File: config.mk
export PLATFORM = sky130hd
export DESIGN_NAME = ex_muldiv
export DESIGN_NICKNAME = d
export VERILOG_FILES = /design/src/rtl/ex_muldiv.sv
export SDC_FILE = /design/constraint.sdc
export NUM_CORES = 1
export LEC_CHECK = 0
export ABC_AREA = 1
export CORE_MARGIN = 2
export CORE_UTILIZATION = 25
export CTS_BUF_LIST = sky130_fd_sc_hd__clkbuf_8 sky130_fd_sc_hd__clkbuf_16
export DETAILED_ROUTE_END_ITERATION = 12
export DONT_BUFFER_PORTS = 1
export SETUP_SLACK_MARGIN = 0.4
export SYNTH_ARGS = -nofsm -noshare
export SYNTH_HDL_FRONTEND = slang
export SYNTH_SLANG_ARGS = --single-unit
File: constraint.sdc
create_clock -name clk -period 3.15 [get_ports clk]
set_input_delay 0.315 -clock clk [delete_from_list [all_inputs] [get_ports clk]]
set_output_delay 0.315 -clock clk [all_outputs]
set_load 0.1 [all_outputs]
File: src/rtl/ex_muldiv.sv
// Iterative radix-2 MULT/MULTU/DIV/DIVU with HI/LO; signed ops only when MULDIV_SIGNED_EN is defined.
// Latency: start -> done in DATA_WIDTH+1 cycles (divide by zero: 1 cycle); stall spans start..done.
// Backpressure: start is ignored while busy; flush aborts at any time without writing HI/LO.
module ex_muldiv #(
    parameter int DATA_WIDTH = 32
) (
    input  logic                  clk,
    input  logic                  rst,
    input  logic                  start,
    input  logic [1:0]            op,
    input  logic [DATA_WIDTH-1:0] a,
    input  logic [DATA_WIDTH-1:0] b,
    input  logic                  flush,
    output logic                  busy,
    output logic                  done,
    output logic                  stall,
    output logic [DATA_WIDTH-1:0] lo,
    output logic [DATA_WIDTH-1:0] hi
);
    localparam int W  = DATA_WIDTH;
    localparam int CW = $clog2(W);

    typedef enum logic [1:0] {IDLE, BUSY, DONE} state_t;
    state_t state, state_nxt;

    logic [CW-1:0]  cnt;
    logic [2*W-1:0] acc;
    logic [W-1:0]   opa;
    logic [W-1:0]   opb;
    logic           is_div;
    logic           div0;

    logic           idle;
    logic           launch;
    logic           div_by_zero;
    logic [W-1:0]   abs_a;
    logic [W-1:0]   abs_b;
    logic [2*W-1:0] prod;
    logic [W-1:0]   quot;
    logic [W-1:0]   rem;
    logic [W-1:0]   res_hi;
    logic [W-1:0]   res_lo;
    logic [W:0]     rem_sh;
    logic [W:0]     diff;

    assign idle        = (state == IDLE);
    assign div_by_zero = op[1] && (b == '0);
    assign launch      = idle && start && !flush;
    assign stall       = busy | (start & idle);

    always_ff @(posedge clk or negedge rst) begin
        if (!rst) state <= IDLE;
        else      state <= state_nxt;
    end

    always_comb begin
        state_nxt = state;
        busy      = 1'b0;
        done      = 1'b0;
        case (state)
            IDLE: if (launch) state_nxt = div_by_zero ? DONE : BUSY;
            BUSY: begin
                busy = 1'b1;
                if (flush)           state_nxt = IDLE;
                else if (cnt == '0)  state_nxt = DONE;
            end
            DONE: begin
                busy      = 1'b1;
                done      = !flush;
                state_nxt = IDLE;
            end
            default: state_nxt = IDLE;
        endcase
    end

`ifdef MULDIV_SIGNED_EN
    logic sgn_a;
    logic sgn_b;
    logic neg_res;
    logic neg_rem;

    assign sgn_a = op[0] & a[W-1];
    assign sgn_b = op[0] & b[W-1];
    assign abs_a = sgn_a ? -a : a;
    assign abs_b = sgn_b ? -b : b;

    always_ff @(posedge clk or negedge rst) begin
        if (!rst) begin
            neg_res <= 1'b0;
            neg_rem <= 1'b0;
        end else if (launch) begin
            neg_res <= sgn_a ^ sgn_b;
            neg_rem <= sgn_a;
        end
    end

    // Remainder follows the dividend; product and quotient follow the sign XOR.
    assign prod = neg_res ? -acc : acc;
    assign quot = neg_res ? -opa : opa;
    assign rem  = neg_rem ? -acc[W-1:0] : acc[W-1:0];
`else
    logic unused_op0;
    assign unused_op0 = op[0];
    assign abs_a      = a;
    assign abs_b      = b;
    assign prod       = acc;
    assign quot       = opa;
    assign rem        = acc[W-1:0];
`endif

    // Restoring divide: partial remainder lives in acc[W-1:0], quotient shifts into opa.
    assign rem_sh = {acc[W-1:0], opa[W-1]};
    assign diff   = rem_sh - {1'b0, opb};

    always_ff @(posedge clk or negedge rst) begin
        if (!rst) begin
            cnt    <= '0;
            acc    <= '0;
            opa    <= '0;
            opb    <= '0;
            is_div <= 1'b0;
            div0   <= 1'b0;
        end else if (launch) begin
            cnt    <= CW'(W - 1);
            acc    <= '0;
            opa    <= div_by_zero ? a : abs_a;
            opb    <= abs_b;
            is_div <= op[1];
            div0   <= div_by_zero;
        end else if (state == BUSY) begin
            cnt <= cnt - CW'(1);
            if (!is_div) begin
                acc <= {acc[2*W-2:0], 1'b0} + (opb[W-1] ? {{W{1'b0}}, opa} : '0);
                opb <= {opb[W-2:0], 1'b0};
            end else begin
                acc <= {{W{1'b0}}, (diff[W] ? rem_sh[W-1:0] : diff[W-1:0])};
                opa <= {opa[W-2:0], ~diff[W]};
            end
        end
    end

    always_comb begin
        res_hi = prod[2*W-1:W];
        res_lo = prod[W-1:0];
        if (is_div) begin
            if (div0) begin
                res_hi = opa;
                res_lo = '1;
            end else begin
                res_hi = rem;
                res_lo = quot;
            end
        end
    end

    always_ff @(posedge clk or negedge rst) begin
        if (!rst) begin
            hi <= '0;
            lo <= '0;
        end else if (state == DONE && !flush) begin
            hi <= res_hi;
            lo <= res_lo;
        end
    end
endmodule

* Yosys cells after proc, flatten, opt, wreduce, memory -nomap -nowiden
Cells that the tools add are included.
Operators by class: bitwise gates (word level) 3, reductions and logical operators 14, mux-type cells 24, $add $sub $neg 3, equality and inequality tests 5
Operator list (number):
- 32-bit two-way mux | 12
- 64-bit two-way mux | 3
- 64-bit by 32-bit adder with 64-bit output | 1
- 33-bit by 32-bit subtractor with 33-bit output | 1
- 32-bit zero test | 1
- 5-bit two-way mux | 2
- 2-bit two-way mux | 4
- 2-bit AND reduction | 3
- 5-bit zero test | 1
- 5-bit by 1-bit subtractor with 5-bit output (second input constant) | 1
- 1-bit logical AND | 4
- 2-bit by 1-bit != test with 1-bit output (second input constant) | 2
- 2-bit case mux with 2 select lines | 1
- 2-bit nonzero test | 2
- 3-bit != test (second input constant) | 1
- 2-bit by 1-bit == test with 1-bit output (second input constant) | 1
- 2-bit == test (second input constant) | 1
- 2-bit zero test | 1
- 1-bit two-way mux | 2
- 2-bit OR reduction | 1
- 1-bit bitwise AND | 1
- 1-bit zero test | 1
- 1-bit inverter | 1
- 1-bit bitwise OR | 1
Word-level totals: register bits after elaboration 201, input bits 70

* Longest topological paths before layout
word-level depth 5, depth in mapped cells 19

* Worst setup path after synthesis
Ideal clock, no wire load.
path kind register to output, start point register state[1], end point output stall, buffers on the path 0, stages on the path, launching flop included 4, slack 0.702 ns, arrival 2.133 ns, data required time 2.835 ns, cells stage by stage dfrtp_1 inv_1 ha_1 o21bai_1
On the way: longest elaborated chain between the ends 4, elaborated cells between the ends (all ways) 7, classes of those cells 2 x eq/ne; 1 x mux; 2 x bitwise; 2 x reduce/logical
Ends and longest elaborated chain:
- start, declared | RTL line 24 | state_t state, state_nxt;
- start signal, assigned | RTL line 53 | else state <= state_nxt;
- 2-bit by 1-bit == test with 1-bit output or 2-bit == test (tied branches) | RTL line 60 | case (state)
- 2-bit OR reduction (no source line) (*)
- 1-bit two-way mux (*) | RTL line 60
- named net busy | RTL line 14 | output logic busy,
- 1-bit bitwise OR (*) | RTL line 49 | assign stall = busy | (start & idle);
- end, declared | RTL line 16 | output logic stall,
Mark *: on every way through the listed nets, which the timed path passes. The rest lies on a longest branch.

* Worst setup path in the final report
start point register opb[31], end point register acc[29]
On the way: longest elaborated chain between the ends 5, elaborated cells between the ends (all ways) 7, classes of those cells 2 x add/sub; 5 x mux
Ends and longest elaborated chain:
- start, declared | RTL line 29 | logic [W-1:0] opb;
- start signal, assigned | RTL line 127 | opb <= abs_b;
- start signal, assigned | RTL line 134 | opb <= {opb[W-2:0], 1'b0};
- 32-bit two-way mux or 33-bit by 32-bit subtractor with 33-bit output (tied branches) | RTL line 133, 113
- 64-bit by 32-bit adder with 64-bit output or 32-bit two-way mux (tied branches) | RTL line 133, 136
- 64-bit two-way mux (*) | RTL line 132 | if (!is_div) begin
- 64-bit two-way mux (*) | RTL line 130 | end else if (state == BUSY) begin
- 64-bit two-way mux (*) | RTL line 123 | end else if (launch) begin
- end signal, assigned | RTL line 133 | acc <= {acc[2*W-2:0], 1'b0} + (opb[W-1] ? {{W{1'b0}}, opa} : '0);
- end signal, assigned | RTL line 136 | acc <= {{W{1'b0}}, (diff[W] ? rem_sh[W-1:0] : diff[W-1:0])};
- end, declared | RTL line 27 | logic [2*W-1:0] acc;
Every way passes the cells marked *; elsewhere a longest branch is shown, timed or not. The select of a mux whose other input is x is not followed. A chain may end at the register's enable or synchronous reset.

==> results_dict.tcl <==
set metrics [dict create \
    ys_seq_area_share_pct 31.3 \
    slowest_stage "dfrtp_2" \
    violations "hold timing" \
    r2r_end "acc[29]$_DFFE_PN0P_" \
    cts_tree "yes" \
    fmax_mhz 368 \
    cp_common_cell "nand2_1" \
    reg2regPathDepth 14 \
    grt_max_degree 202 \
    ir_worst_vdd_mv 0.572 \
    fin_crit_sh_pct 86.3 \
    track_usage_pct 18.8 \
    synth_top_area_share_pct 31.3 \
    worst_hold_path_type "in2async" \
    synth.most_common_cell "nand2_1" \
    dieArea_um2 66400 \
    viasPerCell 4.91 \
    nets 2752 \
    antenna_found_initial 4 \
    fin_hold_ws_ns -0.512 \
    place_congestion 0.936 \
    tightest_slew_ns 1.04 \
    avgSynthCellArea_um2 6.21 \
    cp.arrival_ns 3.16 \
    multi_input_area_um2 9580 \
    syn_nets 2729 \
    ff_latch_area_um2 5040 \
    fin_util_pct 29.7 \
    rrSetupSlack_ns 0.43 \
    hold_buffers 46 \
    portBuffers 0 \
    cp_max_fo 15 \
    fill_cells 7097 \
    hpwl_mm 49.5 \
    placementRows 92 \
    path_class "reg2reg" \
    slew_viol_final 0 \
    status "complete, but fails checks" \
    clockBufferDepth 3 \
    grt_pass1_wl_mm 97.1 \
    stdcell_count 3475 \
    netlist_area_um2 16100 \
    routedWlPerCell_um 18.7 \
    synth_async_sr_flop_share_pct 100 \
    cp.required_ns 3.59 \
    postSynthCellCount 2589 \
    grt_setup_unrepaired "yes" \
    r2r-start "opb[31]$_DFFE_PN0P_" \
    clk_latency_ns 0.57 \
    leakage_nw 9.24 \
    cts_made_buffers 25 \
    drive_above_1_share_pct 7.69 \
    hold_viol_final 201 \
    initial_utilization_pct 25.4 \
    ant_nets 0 \
    dpl.cell_count 3377 \
    ios 137 \
    max_stage_delay_ns 0.48 \
    maxCapViolations 0 \
    synth_edf_count 0 \
    netlist-cell-type-count 43 \
    ys_top_cells_by_area "dfrtp_1, nand2_1, inv_1, o21ai_0, a21oi_1" \
    drtIter0Drc 1531 \
    wl_mm 65.0 \
    critPathCaptureType "flop" \
    core_um2 63300 \
    fin_ws_ns 0.432 \
    finalSetupViolCount 0 \
    overflow 0 \
    root_buffer "clkbuf_16" \
    fin_area_um2 18800 \
    fin_setup_tns_ns 0 \
    route.detailed.drc 0 \
    htreeDepth 1 \
    ys.flop_type "dfrtp_1" \
    crit_chain "buf_4 -> inv_1 -> ha_1 -> a21o_1 -> nor2_1 -> nand2_1 -> a21oi_4 -> nand2_4 -> nand2_4 -> nand2_8 -> nand2_1 -> nand3_1 -> nand2_1 -> nand2_1" \
    vias 17100 \
    yosys.area.top_type "dfrtp_1" \
    preCtsSetupSlack_ns 0.271 \
    grt_pass1_vias 15800 \
    synth_seq_cells 201 \
    die_h_um 258 \
    cts.clk_slew.worst_paths_ns 0.07 \
    p_per_area_nw_per_um2 1200 \
    area_growth_pct 16.9 \
    yosysWarnings 0 \
    finClkSkew_ns 0.0280 \
    dr.pass1.iters 5 \
    clock_sinks 201 \
    startpoint_type "flop" \
    placed_cell_area_um2 17100 \
    fin_crit_ns 2.72 \
    netlist_top_cells_count "nand2_1, inv_1, o21ai_0" \
    slew_headroom_pct 30.8 \
    fp.dieW_um 258 \
]
## worst max path at each step
stage | from | to | slack [ns] | cells past startpoint
after floorplan | state[1]$_DFFE_PN0P_ | stall | 0.70 | 3
after global placement | opb[31]$_DFFE_PN0P_ | acc[51]$_DFFE_PN0P_ | 0.30 | 18
after detailed placement | opb[31]$_DFFE_PN0P_ | acc[53]$_DFFE_PN0P_ | 0.27 | 15
after CTS | opb[31]$_DFFE_PN0P_ | acc[59]$_DFFE_PN0P_ | 0.40 | 19
after global routing | opb[31]$_DFFE_PN0P_ | acc[7]$_DFFE_PN0P_ | 0.34 | 14
final | opb[31]$_DFFE_PN0P_ | acc[29]$_DFFE_PN0P_ | 0.43 | 14
## cell families (layout without fill, tap and decap cells)
family,Yosys count,count (layout),share of synthesized area (%)
and+or+nand+nor,1309,1313,33.9
AOI/OAI and AO/OA,502,502,16.5
DFF,201,201,31.3
buffers and inverters,490,525,11.8
other,0,1,0
adders and majority gates,70,70,5.54
xor gates and xnor gates,17,17,0.926
## per-layer routing
layer	part of all wire (%)	global-route usage, %	vias to the layer above
met5	0.046	0	-
met4	2.0	3.16	4
met3	8.6	3.68	76
met2	43	28.5	650
met1	47	27.9	7967
li1	-	-	8380
## sequential cells by signal, summed over array words and instances (netlist names)
register  flops
opb          32
div0          1
hi           32
opa          32
lo           32
acc          64
state         2
cnt           5
is_div        1
## per-stage QoR
| stage | power, mW | hold WS, ns |
|---|---|---|
| after detailed placement | 18.9 | 0.0427 |
| after floorplan | 15.4 | 0.0194 |
| after global routing | 24.3 | -0.541 |
| after global placement | 18.8 | 0.0412 |
| final | 22.7 | -0.512 |
| after CTS | 21.9 | -0.546 |
## area by class of cell
cell class	count	area share [%]
inverters	397	7.99
clock buffers	31	3.77
diodes	1	0.0133
repair buffers	85	4.45
well taps	846	5.63
multi-input cells	1902	51.0
clock inverters	12	0.399
flip-flops and latches	201	26.8
## cell usage in the layout, fill, tap and decap left out, types with 4 or more instances in the layout
cell	n
nor2_4	5
nand2_1	778
o21ai_1	19
dfrtp_1	195
o21ai_0	215
clkbuf_16	25
inv_1	391
a21oi_1	190
dlygate4sd3_1	46
buf_12	6
nor2_2	23
nand2_8	4
xnor2_1	14
dfrtp_2	6
clkinvlp_4	4
clkbuf_8	6
o211ai_1	35
nand2_4	8
ha_2	9
nor2_1	172
clkinv_2	5
o22ai_1	7
and2_1	5
nor3_1	57
nand3_2	10
ha_1	59
nand3b_1	12
a21oi_2	17
nand3_1	171
nor4_1	7
nand2_2	18
nand4_1	31
buf_4	32
## critical path, delay by kind of cell (launching register included)
kind | cells | cell delay (ns)
buf+inv | 2 | 0.31
simple gates | 9 | 0.99
fa+ha+maj | 1 | 0.32
flops | 1 | 0.48
compound gates | 2 | 0.48
## report_power, final
group | internal (mW) | switching [mW] | total [mW]
Clock | 1.59 | 1.24 | 2.83
Combinational | 3.79 | 8.25 | 12.0
Sequential | 3.51 | 4.29 | 7.79
## what timing repair did
| item | CTS | global route |
|---|---|---|
| gates cloned | 0 | 4 |
| endpoints found under the hold margin | 247 | 201 |
| resized for setup | 9 | 115 |
| buffers inserted | 0 | 4 |
| endpoints found under the setup margin | 56 | 71 |
| pin swaps | 0 | 8 |
Note: power is estimated with default switching activity, not from simulation.
